File: src/rtl/debug_access_controller.sv
// debug_access_controller: halts and drains the pipeline for host register-file access, then resumes
// Ports: clock/reset (sync, active-low); host_halt_request/host_halted handshake;
//   host_cmd_* command channel, host_rsp_* one-cycle response; write_conflict sticky flag;
//   pipeline_stall to the core; pipeline_* register-file-facing inputs muxed onto register_file_*.
module debug_access_controller #(
  parameter int ADDRESS_WIDTH  = 6,
  parameter int DATA_WIDTH     = 32,
  parameter int PIPELINE_DEPTH = 4
) (
  input  logic                     clock,
  input  logic                     reset,
  input  logic                     host_halt_request,
  output logic                     host_halted,
  input  logic                     host_cmd_valid,
  output logic                     host_cmd_ready,
  input  logic                     host_cmd_write,
  input  logic [ADDRESS_WIDTH-1:0] host_cmd_address,
  input  logic [DATA_WIDTH-1:0]    host_cmd_data,
  output logic                     host_rsp_valid,
  output logic [DATA_WIDTH-1:0]    host_rsp_data,
  output logic                     write_conflict,
  output logic                     pipeline_stall,
  input  logic                     pipeline_write_enable,
  input  logic [ADDRESS_WIDTH-1:0] pipeline_write_address,
  input  logic [DATA_WIDTH-1:0]    pipeline_write_value,
  input  logic [ADDRESS_WIDTH-1:0] pipeline_read_address_1,
  output logic                     register_file_write_enable,
  output logic [ADDRESS_WIDTH-1:0] register_file_write_address,
  output logic [DATA_WIDTH-1:0]    register_file_write_value,
  output logic [ADDRESS_WIDTH-1:0] register_file_read_address_1,
  input  logic [DATA_WIDTH-1:0]    register_file_read_value_1
);
  localparam int CW = $clog2(PIPELINE_DEPTH + 1);
  typedef enum logic [1:0] {RUN, DRAIN, HALTED, ACCESS} state_t;
  state_t                   state_q, state_d;
  logic [CW-1:0]            cnt_q, cnt_d;
  logic                     wr_q, wr_d;
  logic [ADDRESS_WIDTH-1:0] addr_q, addr_d;
  logic [DATA_WIDTH-1:0]    data_q, data_d;
  logic                     rsp_valid_q, rsp_valid_d;
  logic [DATA_WIDTH-1:0]    rsp_data_q, rsp_data_d;
  logic                     conflict_q, conflict_d;
  logic                     own, acc, accept;
  always_comb begin
    own    = state_q == HALTED || state_q == ACCESS;
    acc    = state_q == ACCESS;
    accept = state_q == HALTED && host_cmd_valid;
    // an accepted command wins over a simultaneous request drop
    state_d = state_q == RUN    ? (host_halt_request ? DRAIN : RUN) :
              state_q == DRAIN  ? (cnt_q == '0 ? HALTED : DRAIN) :
              state_q == HALTED ? (host_cmd_valid ? ACCESS : host_halt_request ? HALTED : RUN) :
                                  HALTED;
    cnt_d = state_q == RUN && host_halt_request ? CW'(PIPELINE_DEPTH - 1) :
            state_q == DRAIN && cnt_q != '0     ? cnt_q - CW'(1) : cnt_q;
    wr_d        = accept ? host_cmd_write : wr_q;
    addr_d      = accept ? host_cmd_address : addr_q;
    data_d      = accept ? host_cmd_data : data_q;
    rsp_valid_d = acc;
    rsp_data_d  = acc ? (wr_q ? data_q : register_file_read_value_1) : rsp_data_q;
    conflict_d  = conflict_q | (own & pipeline_write_enable);
    pipeline_stall = state_q != RUN;
    host_halted    = own;
    host_cmd_ready = state_q == HALTED;
    host_rsp_valid = rsp_valid_q;
    host_rsp_data  = rsp_data_q;
    write_conflict = conflict_q;
    // reset gates the write port so an aborted access never commits
    register_file_write_enable   = reset & (acc ? wr_q : ~own & pipeline_write_enable);
    register_file_write_address  = acc ? addr_q : pipeline_write_address;
    register_file_write_value    = acc ? data_q : pipeline_write_value;
    register_file_read_address_1 = acc ? addr_q : pipeline_read_address_1;
  end
  always_ff @(posedge clock) begin
    if (!reset) begin
      state_q     <= RUN;
      cnt_q       <= '0;
      wr_q        <= 1'b0;
      addr_q      <= '0;
      data_q      <= '0;
      rsp_valid_q <= 1'b0;
      rsp_data_q  <= '0;
      conflict_q  <= 1'b0;
    end else begin
      state_q     <= state_d;
      cnt_q       <= cnt_d;
      wr_q        <= wr_d;
      addr_q      <= addr_d;
      data_q      <= data_d;
      rsp_valid_q <= rsp_valid_d;
      rsp_data_q  <= rsp_data_d;
      conflict_q  <= conflict_d;
    end
  end
endmodule
File: config.mk
export PLATFORM = sky130hd
export DESIGN_NAME = debug_access_controller
export DESIGN_NICKNAME = d
export VERILOG_FILES = /design/src/rtl/debug_access_controller.sv
export SDC_FILE = /design/constraint.sdc
export NUM_CORES = 1
export LEC_CHECK = 0
export ABC_AREA = 0
export CORE_MARGIN = 8
export CORE_UTILIZATION = 35
export CTS_CLUSTER_DIAMETER = 80
export DETAILED_ROUTE_END_ITERATION = 8
export GPL_TIMING_DRIVEN = 0
export HOLD_SLACK_MARGIN = 0.15
export PLACE_DENSITY = 0.81
export SLEW_MARGIN = 10
export SYNTH_ARGS = -nofsm -noshare
export SYNTH_HDL_FRONTEND = slang
export SYNTH_SLANG_ARGS = --single-unit
File: constraint.sdc
create_clock -name clock -period 1.51 [get_ports clock]
set_input_delay 0.302 -clock clock [delete_from_list [all_inputs] [get_ports clock]]
set_output_delay 0.302 -clock clock [all_outputs]
set_load 0.05 [all_outputs]
After elaboration in Yosys (flattened, before gate mapping). Cells that the tools add are included.

Add/sub/neg operators: 1. Equal/unequal tests: 3. Multiplexer cells: 14. Bitwise operators: 6. Reduce and logical (&&, ||, !) cells: 10.

Operators by type and width (count): two-way mux 32 bit (2); two-way mux 2 bit (8); two-way mux 6 bit (2); equality test 2 bit, second input constant (2); nonzero test 2 bit (2); bitwise AND 1 bit (3); logical AND 1 bit (3); logical NOT 3 bit (1); nonzero test 3 bit (1); subtractor 3 x 1 -> 3 bit, second input constant (1); equality test 2 x 1 -> 1 bit, second input constant (1); logical NOT 2 bit (1); two-way mux 1 bit (2); NOT 1 bit (2); OR reduction 2 bit (1); logical OR 1 bit (1); bitwise OR 1 bit (1).

Bits in registers: 78. Bits of input ports: 120. Output and inout bits: 82.

Depth between registers and ports, before layout. Gate-level depths: netlist of run 1.

Depth after elaboration: 6. Depth in mapped cells: 6.

Least setup slack after synthesis of run 1. No wires, ideal clock.

Path kind: reg-to-output. Start: register wr_q. End: output port register_file_write_enable. Arrival: 1.565 ns. Slack: -0.357 ns. Cell stages (with the launch flop): 5. Cells stage by stage: dfxtp_1 > buf_4 > buf_2 > nand3_1 > a21oi_1.

Word-level cells in the longest chain between the ends: 2.

Ends and longest elaborated chain: from (decl) (RTL line 37) `logic wr_q, wr_d;`; from (signal assigned) (RTL line 86) `wr_q <= wr_d;`; two-way mux 1 bit (RTL line 68) `register_file_write_enable = reset & (acc ? wr_q : ~own & pipeline_write_enable);`; bitwise AND 1 bit (RTL line 68); to (decl) (RTL line 27) `output logic register_file_write_enable,`.

No other way between the ends.

Final worst setup path of run 1.
Start: register state_q[0]. End: output port register_file_write_value[30].

Word-level cells in the longest chain between the ends: 2.

Ends and longest elaborated chain: from (decl) (RTL line 35) `state_t state_q, state_d;`; from (signal assigned) (RTL line 84) `state_q <= state_d;`; equality test 2 bit (RTL line 46) `acc = state_q == ACCESS;`; two-way mux 32 bit (RTL line 70) `register_file_write_value = acc ? data_q : pipeline_write_value;`; to (decl) (RTL line 29) `output logic [DATA_WIDTH-1:0] register_file_write_value,`.

No other way between the ends.

==> reports/metrics.sh, run 1 <==
FINCLKSKEW_NS=0.00712
TOTALWIRELENGTH_UM=16000
ROUTED-VIA-COUNT=4298
NUMCTSBUFFERS=9
FINALSETUPVIOLCOUNT=47
POWER_REPORT.INTERNAL_TOTAL_uW=3830
MAXSLEWVIOLCOUNT=0
CLK_LATENCY_NS=0.34
AREAGROWTHSYNTHTOFINISH_PCT=90.7
CRITICAL_PATH.MAX_STAGE_DELAY_NS=0.39
DRTPASS1ITERATIONS=4
CP_TOP_FAMILY='simple AND/OR/NAND/NOR gates'
CTSROOTBUFFERMASTER='sky130_fd_sc_hd__clkbuf_8'
LAYOUT_SETUP_WS_NS=-0.271
SYNTH.CELL_AREA_UM2=3740
SEQUENTIALPOWERSHARE_PCT=38.1
VDD_DROP_MAX_uV=477
WORST-PATH-BUF-INV=2
PWR-SHARE-COMB_PCT=37.5
SYNTH.DISTINCT_CELLS=31
MAXIMUM_NET_FANOUT_ON_THE_CRITICAL_PATH=7
DIE_Y_EXTENT_UM=119
GRT.MET1_USAGE_PCT=23.3
SYNTH_SEQ_AREA_SHARE_PCT=41.7
FMAX_MHz=562
FLOORPLAN.ROWS=37
MIN_PERIOD_OVER_PERIOD_PCT=118
DETAILEDPLACE.WORSTSLACK_NS=-1.11
SETUP_REPAIR_AFTER_GLOBAL_ROUTING_MISSED_ITS_MARGIN='true'
TIMING.MAX_CAP.VIOLATIONS=0
WORSTPATHCELLLIST='and2_4, buf_8, nand2_1, nand2_2, buf_8'
MAXIMUM_NUMBER_OF_PINS_ON_ONE_NET_BEFORE_GLOBAL_ROUTE_REPAIR=17
FLOORPLAN_DIE_WIDTH_UM=119
GRT-OVFL-TOTAL=0
DEPTH_OF_THE_CRITICAL_TIMING_PATH_WITH_BUFFERS_AND_INVERTERS_INCLUDED=5
CLKTRANSATPATHREGS_NS=0.08
FINALWORSTPATHREQUIREDPERIOD_NS=1.78
FILLERINSTANCES=807
SETUP.WORST_PATH.CLASS='flop to output pin'
GPL_WTD_CONG=0.789
WORST_SETUP_PATH_END_KIND='output pin'
POWER.SWITCHING_FRACTION_PCT=35.1
GRT_PASS1_VIAS=4628
POST_DRT_VIA_CELL_RATIO=4.95
CLOCKPOWERSHARE_PCT=24.4
WHS_PATH_DEPTH=2
POWER_LEAKAGE_uW=0.00290
SYNTH_AREA_PER_CELL_UM2=7.60
HPWL_UM=11300
HTREEDEPTH=3
SYNTH_FP_NETS=615
WORST-SLEW-PIN-TRANSITION_NS=0.685
SYNTHESIS.INSTANCES=493
AVGROUTEDWIREPERCELL_UM=18.5
REPORT.FINAL.HOLD_VIOL_COUNT=0
MAX_SLEW_MARGIN_PCT=54.4
IO_PINS=202
OUTCOME='complete, but fails checks'
ANTENNA_FOUND_INITIAL=0
POWER.NET_SWITCHING_uW=2070
SYNTH.FF_LATCH_COUNT=78
POST_LAYOUT_NONFILLER_INSTANCES=868
POWER.DENSITY_nW_PER_UM2=827
TRACK_USAGE_PCT=20.9
WORST_PATH_MAX_DELAY_CELL='sky130_fd_sc_hd__dfxtp_4'
GRT_PASS1_WL_UM=24100
TOTAL_POWER_uW=5900
CRIT_PATH_START_KIND='flop'
START_UTIL_PCT=36.1
USE_MET3_PCT=6.66
CTS_TREE='done'
GRT.BUSIEST_LAYER='met2'
DRT_FIRST_ITER_VIOLATIONS=181
PLACED_CELLS_INCL_TAPS=830
VIOLATIONS_IN_THE_FINAL_REPORTS='negative setup slack'
MET2_USAGE_PCT=36.7
CPMOSTUSEDCELL='sky130_fd_sc_hd__buf_8'
ANTENNA_DIODE_COUNT=0
HOLD_CLASS='input pin to flop'
DRIVE_GT1_SHARE_PCT=35.2
FINISH.NET_COUNT=850
DRC_ERRORS=0
CLKSINKCOUNT=78
WORST-ENDPOINT-ARRIVAL_NS=1.48
FP.COREAREA_UM2=10400
YOSYSWARNINGCOUNT=0
CRITPATHREQUIREDTIME_NS=1.21
PORT_BUFFERS=201
ANT_NETS=0
CLK_PATH_BUF_DEPTH=2
AREA_ENCLOSED_BY_THE_DIE_BOUNDARY_UM2=14300
POSTCTSHOLDBUFS=0
FIN_SETUP_TNS_NS=-11.09
R2R_CELLS=6
-- layer usage --
| metal | up-vias | wire [um] |
|---|---|---|
| li1 | 2086 | - |
| met1 | 2039 | 6420 |
| met3 | 24 | 1210 |
| met4 | 0 | 275 |
| met2 | 149 | 8120 |
| met5 | - | 0 |
-- registers in the layout, indices dropped and copies added (netlist names) --
register,count
state_q,2
wr_q,1
host_rsp_valid,1
cnt_q,3
write_conflict,1
data_q,32
host_rsp_data,32
addr_q,6
-- timing repair --
item	4_1_cts	5_1_grt
pin swaps	18	25
buffers inserted	12	4
gates cloned	4	6
resized for setup	547	60
setup endpoints to repair	89	73
-- stage by stage --
stage          area, um^2  util (%)  hold WS, ns
2_1_floorplan        3840         -        0.437
3_3_place_gp         6020      58.0        0.455
3_5_place_dp         6020      58.0        0.461
4_1_cts              6850      66.1        0.384
5_1_grt              7140      68.9        0.393
6_report             7140      68.9        0.400
-- placed cells by master (no fill, tap or decap), types with 4 or more instances in the layout --
cell / Yosys / final
sky130_fd_sc_hd__clkbuf_16: 0 / 6
sky130_fd_sc_hd__clkbuf_8: 0 / 11
sky130_fd_sc_hd__nand2_4: 0 / 23
sky130_fd_sc_hd__a21oi_2: 10 / 10
sky130_fd_sc_hd__a21oi_1: 31 / 30
sky130_fd_sc_hd__buf_4: 6 / 17
sky130_fd_sc_hd__nand2_2: 0 / 50
sky130_fd_sc_hd__dfxtp_1: 78 / 76
sky130_fd_sc_hd__clkbuf_2: 0 / 11
sky130_fd_sc_hd__a211oi_1: 20 / 19
sky130_fd_sc_hd__a211oi_2: 12 / 13
sky130_fd_sc_hd__clkdlybuf4s15_2: 0 / 23
sky130_fd_sc_hd__buf_6: 3 / 12
sky130_fd_sc_hd__nand2_1: 207 / 132
sky130_fd_sc_hd__buf_2: 21 / 11
sky130_fd_sc_hd__mux2i_1: 32 / 32
sky130_fd_sc_hd__buf_8: 0 / 49
sky130_fd_sc_hd__clkbuf_1: 6 / 4
sky130_fd_sc_hd__nor2_1: 37 / 36
sky130_fd_sc_hd__clkdlybuf4s50_1: 0 / 118
-- cell usage after synthesis (all sizes together) --
| master | instances | area [um^2] |
|---|---|---|
| nand2 | 207 | 777 |
| dfxtp | 78 | 1560 |
| a21oi | 41 | 243 |
| nor2 | 37 | 139 |
| a211oi | 32 | 300 |
| buf | 32 | 191 |
| mux2i | 32 | 320 |
| clkbuf | 6 | 22.5 |
| inv | 4 | 15.0 |
| nand2b | 3 | 18.8 |
| nand3 | 3 | 15.0 |
| nor2b | 3 | 18.8 |
| a31oi | 2 | 12.5 |
| ha | 2 | 25.0 |
| a21boi | 1 | 7.51 |
| and2 | 1 | 8.76 |
| and3b | 1 | 8.76 |
| nand3b | 1 | 7.51 |
| nor3 | 1 | 5.00 |
| nor4b | 1 | 8.76 |
| o211a | 1 | 10.0 |
| o21a | 1 | 7.51 |
| o21ai | 1 | 5.00 |
| o311ai | 1 | 8.76 |
| or4 | 1 | 7.51 |
-- power by group through the flow --
stage / clock (uW) / sequential (uW) / combinational [uW]
floorplan: 0 / 2430 / 910
global placement: 0 / 2270 / 1800
detailed placement: 0 / 2280 / 1830
CTS: 1450 / 2240 / 2120
global route: 1540 / 2260 / 2330
finish: 1440 / 2250 / 2210
-- layout make-up --
| cell class | count | area, um^2 | share of cell area, % |
|---|---|---|---|
| clock buffers | 11 | 151 | 2.12 |
| repair buffers | 225 | 2550 | 35.7 |
| multi-input cells | 375 | 2360 | 33.0 |
| well taps | 136 | 170 | 2.38 |
| clock inverters | 4 | 22.5 | 0.315 |
| plain buffers | 35 | 309 | 4.33 |
| inverters | 4 | 15.0 | 0.210 |
| flip-flops and latches | 78 | 1570 | 22.0 |
-- final timing paths --
path                     startpoint                             to  slack [ns]
max           state_q[0]$_SDFF_PN0_  register_file_write_value[30]       -0.27
min                           reset          cnt_q[2]$_SDFFE_PP0P_        0.40
min reg2reg  data_q[3]$_SDFFE_PN0P_         data_q[3]$_SDFFE_PN0P_        0.48
max reg2reg   state_q[0]$_SDFF_PN0_  host_rsp_data[0]$_SDFFE_PN0P_        0.09
-- cell families (layout without fill, tap and decap cells) --
kind of cell / after synthesis / count (layout) / synth area share [%]
AOI/OAI and AO/OA: 80 / 80 / 15.9
buffers and inverters: 42 / 279 / 6.11
adders and majority gates: 2 / 2 / 0.668
DFF: 78 / 78 / 41.7
muxes: 32 / 32 / 8.55
and+or+nand+nor: 259 / 261 / 27.1
(Power assumes the default switching activity.)
==> inputs of run 2 (changes only) <==
GPL_ROUTABILITY_DRIVEN = 0   (was default)
==> results of run 2 <==
Same layout as run 1: the final DEF is identical, and so are final timing and power.
